File: src/rtl/dw_fp_exp2_pkg.sv
// Shared constants for the DW_fp_exp2 result stage: status bit positions and the exception mask.
package dw_fp_exp2_pkg;

    localparam int ST_ZERO     = 0;
    localparam int ST_INF      = 1;
    localparam int ST_INVALID  = 2;
    localparam int ST_TINY     = 3;
    localparam int ST_HUGE     = 4;
    localparam int ST_INEXACT  = 5;
    localparam int ST_HUGEINT  = 6;
    localparam int ST_COMPSPEC = 7;

    localparam logic [7:0] EXC_MASK = 8'h16;

    function automatic logic is_exc(input logic [7:0] status);
        return |(status & EXC_MASK);
    endfunction

endpackage

File: src/rtl/dw_skid_buf2.sv
// Generic two-entry valid/ready skid buffer; in_ready is registered so it never
// depends combinationally on out_ready.
module dw_skid_buf2 #(
    parameter int WIDTH = 8
) (
    input  logic             clk,
    input  logic             rst_n,
    input  logic             in_valid,
    output logic             in_ready,
    input  logic [WIDTH-1:0] in_data,
    output logic             out_valid,
    input  logic             out_ready,
    output logic [WIDTH-1:0] out_data
);

    logic             main_valid, main_valid_n;
    logic             skid_valid, skid_valid_n;
    logic [WIDTH-1:0] main_data, main_data_n;
    logic [WIDTH-1:0] skid_data, skid_data_n;
    logic             ready_q;
    logic             push, pop;

    assign push      = in_valid && ready_q;
    assign pop       = main_valid && out_ready;
    assign in_ready  = ready_q;
    assign out_valid = main_valid;
    assign out_data  = main_data;

    // Main always fills first, so skid is only ever occupied behind a valid main.
    always_comb begin
        main_valid_n = main_valid;
        skid_valid_n = skid_valid;
        main_data_n  = main_data;
        skid_data_n  = skid_data;
        if (!main_valid) begin
            if (push) begin
                main_valid_n = 1'b1;
                main_data_n  = in_data;
            end
        end else if (pop) begin
            if (skid_valid) begin
                main_data_n  = skid_data;
                skid_valid_n = 1'b0;
            end else if (push) begin
                main_data_n  = in_data;
            end else begin
                main_valid_n = 1'b0;
            end
        end else if (push) begin
            skid_valid_n = 1'b1;
            skid_data_n  = in_data;
        end
    end

    always_ff @(posedge clk or negedge rst_n) begin
        if (!rst_n) begin
            main_valid <= 1'b0;
            skid_valid <= 1'b0;
            main_data  <= '0;
            skid_data  <= '0;
            ready_q    <= 1'b0;
        end else begin
            main_valid <= main_valid_n;
            skid_valid <= skid_valid_n;
            main_data  <= main_data_n;
            skid_data  <= skid_data_n;
            ready_q    <= !skid_valid_n;
        end
    end

endmodule

File: src/rtl/dw_fp_exp2_result_stage.sv
// Registered output stage for DW_fp_exp2: optional tiny flush, skid buffering,
// sticky status flags and a saturating exception counter.
module dw_fp_exp2_result_stage
    import dw_fp_exp2_pkg::*;
#(
    parameter int SIG_WIDTH  = 10,
    parameter int EXP_WIDTH  = 5,
    parameter int FLUSH_TINY = 0,
    parameter int CNT_WIDTH  = 16
) (
    input  logic                           clk,
    input  logic                           rst_n,
    input  logic                           in_valid,
    output logic                           in_ready,
    input  logic [SIG_WIDTH+EXP_WIDTH:0]   z_in,
    input  logic [7:0]                     status_in,
    output logic                           out_valid,
    input  logic                           out_ready,
    output logic [SIG_WIDTH+EXP_WIDTH:0]   z_out,
    output logic [7:0]                     status_out,
    input  logic                           sticky_clr,
    output logic [7:0]                     sticky_flags,
    output logic [CNT_WIDTH-1:0]           exc_count
);

    localparam int ZW = SIG_WIDTH + EXP_WIDTH + 1;
    localparam int BW = ZW + 8;

    logic                 flush;
    logic [ZW-1:0]        z_cap;
    logic [7:0]           status_cap;
    logic [BW-1:0]        buf_out;
    logic                 xfer;
    logic [CNT_WIDTH-1:0] cnt_base;
    logic                 cnt_inc;

    assign flush      = (FLUSH_TINY != 0) && status_in[ST_TINY];
    assign z_cap      = flush ? '0 : z_in;
    assign status_cap = flush ? (status_in | 8'h01) : status_in;

    dw_skid_buf2 #(.WIDTH(BW)) u_skid (
        .clk      (clk),
        .rst_n    (rst_n),
        .in_valid (in_valid),
        .in_ready (in_ready),
        .in_data  ({status_cap, z_cap}),
        .out_valid(out_valid),
        .out_ready(out_ready),
        .out_data (buf_out)
    );

    assign z_out      = buf_out[ZW-1:0];
    assign status_out = buf_out[BW-1:ZW];
    assign xfer       = out_valid && out_ready;

    // A clear coinciding with a transfer wipes history first, then applies this transfer.
    assign cnt_base = sticky_clr ? '0 : exc_count;
    assign cnt_inc  = is_exc(status_out) && !(&cnt_base);

    always_ff @(posedge clk or negedge rst_n) begin
        if (!rst_n) begin
            sticky_flags <= 8'h00;
            exc_count    <= '0;
        end else if (xfer) begin
            sticky_flags <= (sticky_clr ? 8'h00 : sticky_flags) | status_out;
            exc_count    <= cnt_base + {{(CNT_WIDTH-1){1'b0}}, cnt_inc};
        end else if (sticky_clr) begin
            sticky_flags <= 8'h00;
            exc_count    <= '0;
        end
    end

endmodule

File: config.mk
export PLATFORM = sky130hd
export DESIGN_NAME = dw_fp_exp2_result_stage
export DESIGN_NICKNAME = d
export VERILOG_FILES = /design/src/rtl/dw_fp_exp2_pkg.sv /design/src/rtl/dw_skid_buf2.sv /design/src/rtl/dw_fp_exp2_result_stage.sv
export SDC_FILE = /design/constraint.sdc
export NUM_CORES = 1
export LEC_CHECK = 0
export ABC_CLOCK_PERIOD_IN_PS = 2800
export CORE_ASPECT_RATIO = 0.7
export CORE_MARGIN = 2
export CORE_UTILIZATION = 35
export CTS_BUF_LIST = sky130_fd_sc_hd__clkbuf_8
export DETAILED_ROUTE_END_ITERATION = 12
export PLACE_DENSITY_LB_ADDON = 0.25
export SLEW_MARGIN = 20
export SYNTH_ARGS = -nofsm -noshare
export SYNTH_HDL_FRONTEND = slang
export SYNTH_SLANG_ARGS = --single-unit
File: constraint.sdc
create_clock -name clk -period 2.8 [get_ports clk]
set_clock_uncertainty 0.15 [all_clocks]
set_input_delay 0.56 -clock clk [delete_from_list [all_inputs] [get_ports clk]]
set_output_delay 0.56 -clock clk [all_outputs]
set_load 0.01 [all_outputs]
After elaboration in Yosys (flattened, before gate mapping)
Index checks and enable logic that the tools add are counted.
Storage, ports and cells
  logic and storage cells: 34
  input bits: 29
  output and inout bits: 50
  register bits: 75
Cells by class
  reduce and logical (&&, ||, !) cells: 8
  mux-type cells: 15
  bitwise logic cells: 2
  eq/ne operators: 1
  add/subtract/negate cells: 1
Operator list (number)
  $mux W24: 4
  $mux W16: 2
  $add A16 B1 Y16: 1
  $mux W8: 2
  $reduce_and A16 Y1: 1
  $or A8 B8 Y8: 1
  $mux W1: 7
  $logic_and A1 B1 Y1: 3
  $reduce_and A3 Y1: 1
  $reduce_or A3 Y1: 1
  $logic_not A1 Y1: 2
  $ne A2 B2 Y1 const B: 1
  $not A1 Y1: 1

Logic depth before layout (Yosys ltp)
  word-level depth: 6
  gate-level depth with buffers: 9
  gate-level depth less buffers: 9

Modules after synthesis
Synthesis repeated with hierarchy kept, for this count alone.
Unflattened totals
  cell total of the unflattened synthesis: 261
  area total of the unflattened synthesis: 3618.5 µm²
By module, submodules not included
  dw_skid_buf2: seq. area each 1276.2 µm², cells each 140, area an instance 2468.6 µm², instances 1
  dw_fp_exp2_result_stage: seq. area each 600.6 µm², cells each 121, area an instance 1149.9 µm², instances 1

Worst setup path before layout
OpenSTA, ideal clock, no wires.
  path kind: in2reg
  start point: input port sticky_clr
  end point: register exc_count[10]
  arrival time: 2.026 ns
  path slack: 0.546 ns
  buffers on the path: 1
  library setup time: 0.078 ns
  stages on the path: 9
  data required time: 2.572 ns
  cell sequence: and3b_1 > nand2_1 > nor3_1 > nor2_1 > ha_1 > nand4_4 > buf_6 > or3_1 > a21oi_1
On the way
  cells in the longest elaborated chain, start to end: 6
RTL lines
  start, declared: line dw_fp_exp2_result_stage.sv:21  | input logic sticky_clr,
  $mux W16 (*)
  $reduce_and A16 Y1: line dw_fp_exp2_result_stage.sv:58  | assign cnt_inc = is_exc(status_out) && !(&cnt_base);
  $logic_not A1 Y1: line dw_fp_exp2_result_stage.sv:58
  $logic_and A1 B1 Y1: line dw_fp_exp2_result_stage.sv:58
  $add A16 B1 Y16: line dw_fp_exp2_result_stage.sv:66  | exc_count <= cnt_base + {{(CNT_WIDTH-1){1'b0}}, cnt_inc};
  $mux W16 (*): line dw_fp_exp2_result_stage.sv:64  | end else if (xfer) begin
  end signal, assigned: line dw_fp_exp2_result_stage.sv:66
  end, declared: line dw_fp_exp2_result_stage.sv:23  | output logic [CNT_WIDTH-1:0] exc_count
Every way passes the cells marked *; elsewhere a longest branch is shown, timed or not.
A chain may end at the register's enable or synchronous reset.

Worst setup path after layout
  start point: input port sticky_clr
  end point: register exc_count[14]
Same word-level chain as after synthesis.

==> impl_metrics.csv <==
group,metric,value,unit
outcome,status,"complete, no violations",
route,drtIter0Drc,114,
clock_tree,cts_inserted_buffers,9,
floorplan,core_area,9070,um^2
placement,dp_hpwl,5090,um
global_route,grt_overflow_total,0,
global_route,grt_usage,15.5,%
clock_tree,clock_latency,0.34,ns
setup_path,cp_max_fo,10,
synthesis,synth_edf_count,0,
placement,port_buffers,78,
job,cap_violations,0,
synthesis,syn_area,3280,um^2
synthesis,synth.avg_cell_area,11.4,um^2
layout,diodes,0,
timing,setup_tns,0,ns
layout,nets,410,
clock_tree,cts.htree.levels,3,
synthesis,synth_cells,289,
timing,fin_crit_sh,90.5,%
setup_path,cp_slowest_stage_delay,0.56,ns
timing,hold_viol,0,
timing,slew_violations,0,
timing,max_freq,395,MHz
synthesis,ys_types,31,
timing,setup_viol,0,
setup_path,path_cells,"clkdlybuf4s50_1, and2b_1, nand4_1, nor3_1, nor2_1, ha_1, nand4_4, or4_1, nand2_1",
clock_tree,clock_sinks,75,
setup_path,required,2.93,ns
synthesis,ys_ff_latch,75,
synthesis,synthesis.nets,320,
clock_tree,cts_buffer_depth,2,
route,firstDrtPassIters,4,
route,route.detailed.drc,0,
floorplan,start_util,36.2,%
clock_tree,post_cts_buffers,0,
route,wl_per_cell,14.4,um
synthesis,yosys_warnings,0,
synthesis,synth-seq-area-share,57.2,%
placement,gp_congestion,0.850,
layout,final_cell_mix,"clkdlybuf4s50_1, dfrtp_1, a21oi_1",
global_route,grt_pass1_vias,2484,
power,irDropWorstVdd,0.192,mV
synthesis,yosysTopAreaCell,"dfrtp_1",
route,drt.antenna.violating_nets,0,
power,p_total,1.98,mW
synthesis,synth.area.top_cells,"dfrtp_1, mux2_2, mux2i_1, a21oi_1, nor2_1",
setup_path,critPathKind,"in -> reg",
layout,syn2layout_area_growth,36.3,%
floorplan,rows,29,
layout,drive_gt1_share,15.4,%
power,leakage,2.21,nW
floorplan,io_pins,79,
route,wl,7290,um
setup_path,crit_arrival,2.66,ns
setup_path,crit_path_end_kind,"register",
global_route,antenna_found_initial,0,
hold_path,min_path_type,"in -> async",
timing,tightest_slew,0.545,ns
timing,slew_headroom,63.7,%
floorplan,fp.dieW,120,um
route,vias_per_cell,4.78,
synthesis,synth-main-ff-cell,"dfrtp_1",
clock_tree,ctsHoldBuffers,0,
layout,final_common_cell,"clkdlybuf4s50_1",
clock_tree,root_buffer,"clkbuf_8",
floorplan,die_area,10200,um^2
synthesis,yosysTopAreaCellShare,57.2,%
timing,layout_setup_ws,0.266,ns
clock_tree,clk_pin_slew,0.07,ns
synthesis,async_flop_share,100,%
layout,stdcell_count,508,
layout,final_util,49.3,%
layout,nFillCells,829,
setup_path,start_kind,"input port",
timing,grt_setup_unrepaired,"no",
clock_tree,cts_tree,"done",
clock_tree,cts_resized,0,
power,power_density,443,nW/um^2
placement,pre_cts_ws,-0.0785,ns
global_route,grt_max_degree,43,
setup_path,cp_slowest_cell,"clkdlybuf4s50_1",
route,num_vias,2429,
global_route,grt_pass1_wl,12300,um
floorplan,die-height,85,um
timing,period_needed,2.53,ns
placement,placedCellCount,492,
==> per-stage QoR <==
step	cell area, um^2	hold slack, ns
final	4470	0.0594
after global routing	4470	0.0777
after CTS	4470	0.0579
after detailed placement	4280	0.342
after global placement	4280	0.336
after floorplan	3280	0.114
==> synthesized netlist by cell type (all sizes together) (2+ instances only) <==
cell    instances
o21ai          15
or4             2
nand2          17
xnor2           3
nor3            2
ha              2
nor2           29
clkbuf          4
nand3           8
mux2i          25
or3             5
and4            3
a21oi          31
mux2           25
inv            11
xor2            4
dfrtp          75
buf            10
nand4           6
and2b           5
==> sequential cells by signal, indices dropped and copies added (netlist names) <==
register and cells:
u_skid.out_data 24, u_skid.skid_data 24, exc_count 16, sticky_flags 8
u_skid.in_ready 1, u_skid.out_valid 1, u_skid.skid_valid 1
==> where the power goes <==
part	switching, mW	internal [mW]
logic	0.0424	0.0458
clock network	0.401	0.410
registers	0.000000000000000152	1.08
total	0.443	1.54
==> final cells by class <==
class	count	area (um^2)	area share, %
Clock buffer	9	124	2.77
Clock inverter	7	70.1	1.57
Inverter	11	41.3	0.923
Multi-Input combinational cell	189	1300	29.1
Sequential cell	75	1880	42.0
Tap cell	124	155	3.47
Timing Repair Buffer	93	903	20.2
==> critical path, delay by kind of cell <==
family	cells	cell delay [ns]
buf+inv	1	0.56
fa+ha+maj	1	0.25
simple gates	7	1.29
==> worst paths after layout <==
path / start / endpoint / slack [ns] / depth (start not counted)
worst min-delay path: rst_n / u_skid.out_data[18]$_DFFE_PN0P_ / 0.06 / 1
worst min register to register: u_skid.skid_data[15]$_DFFE_PN0P_ / u_skid.skid_data[15]$_DFFE_PN0P_ / 0.36 / 1
max in group asynchronous: rst_n / u_skid.out_data[3]$_DFFE_PN0P_ / 1.80 / 2
min in group clk: u_skid.skid_data[15]$_DFFE_PN0P_ / u_skid.skid_data[15]$_DFFE_PN0P_ / 0.36 / 1
worst max register to register: exc_count[8]$_DFF_PN0_ / exc_count[14]$_DFF_PN0_ / 0.50 / 8
worst max-delay path: sticky_clr / exc_count[14]$_DFF_PN0_ / 0.27 / 9
==> kinds of logic (layout without fill, tap and decap cells) <==
family / count (synthesis) / count (layout) / share of synthesized area (%)
AO/OA/AOI/OAI: 48 / 48 / 7.48
AND/OR/NAND/NOR: 82 / 82 / 13.0
adder cells (fa/ha/maj): 2 / 2 / 0.763
multiplexers: 50 / 50 / 16.2
flip-flops: 75 / 75 / 57.2
XOR/XNOR: 7 / 7 / 1.87
buffers and inverters: 25 / 120 / 3.51
==> layer usage <==
layer	part of all wire (%)	track usage [%]
met2	44	22.4
met5	0	0
met1	49	21.7
met4	0.70	4.81
met3	6.7	5.58
Note: power is estimated with default switching activity, not from simulation.
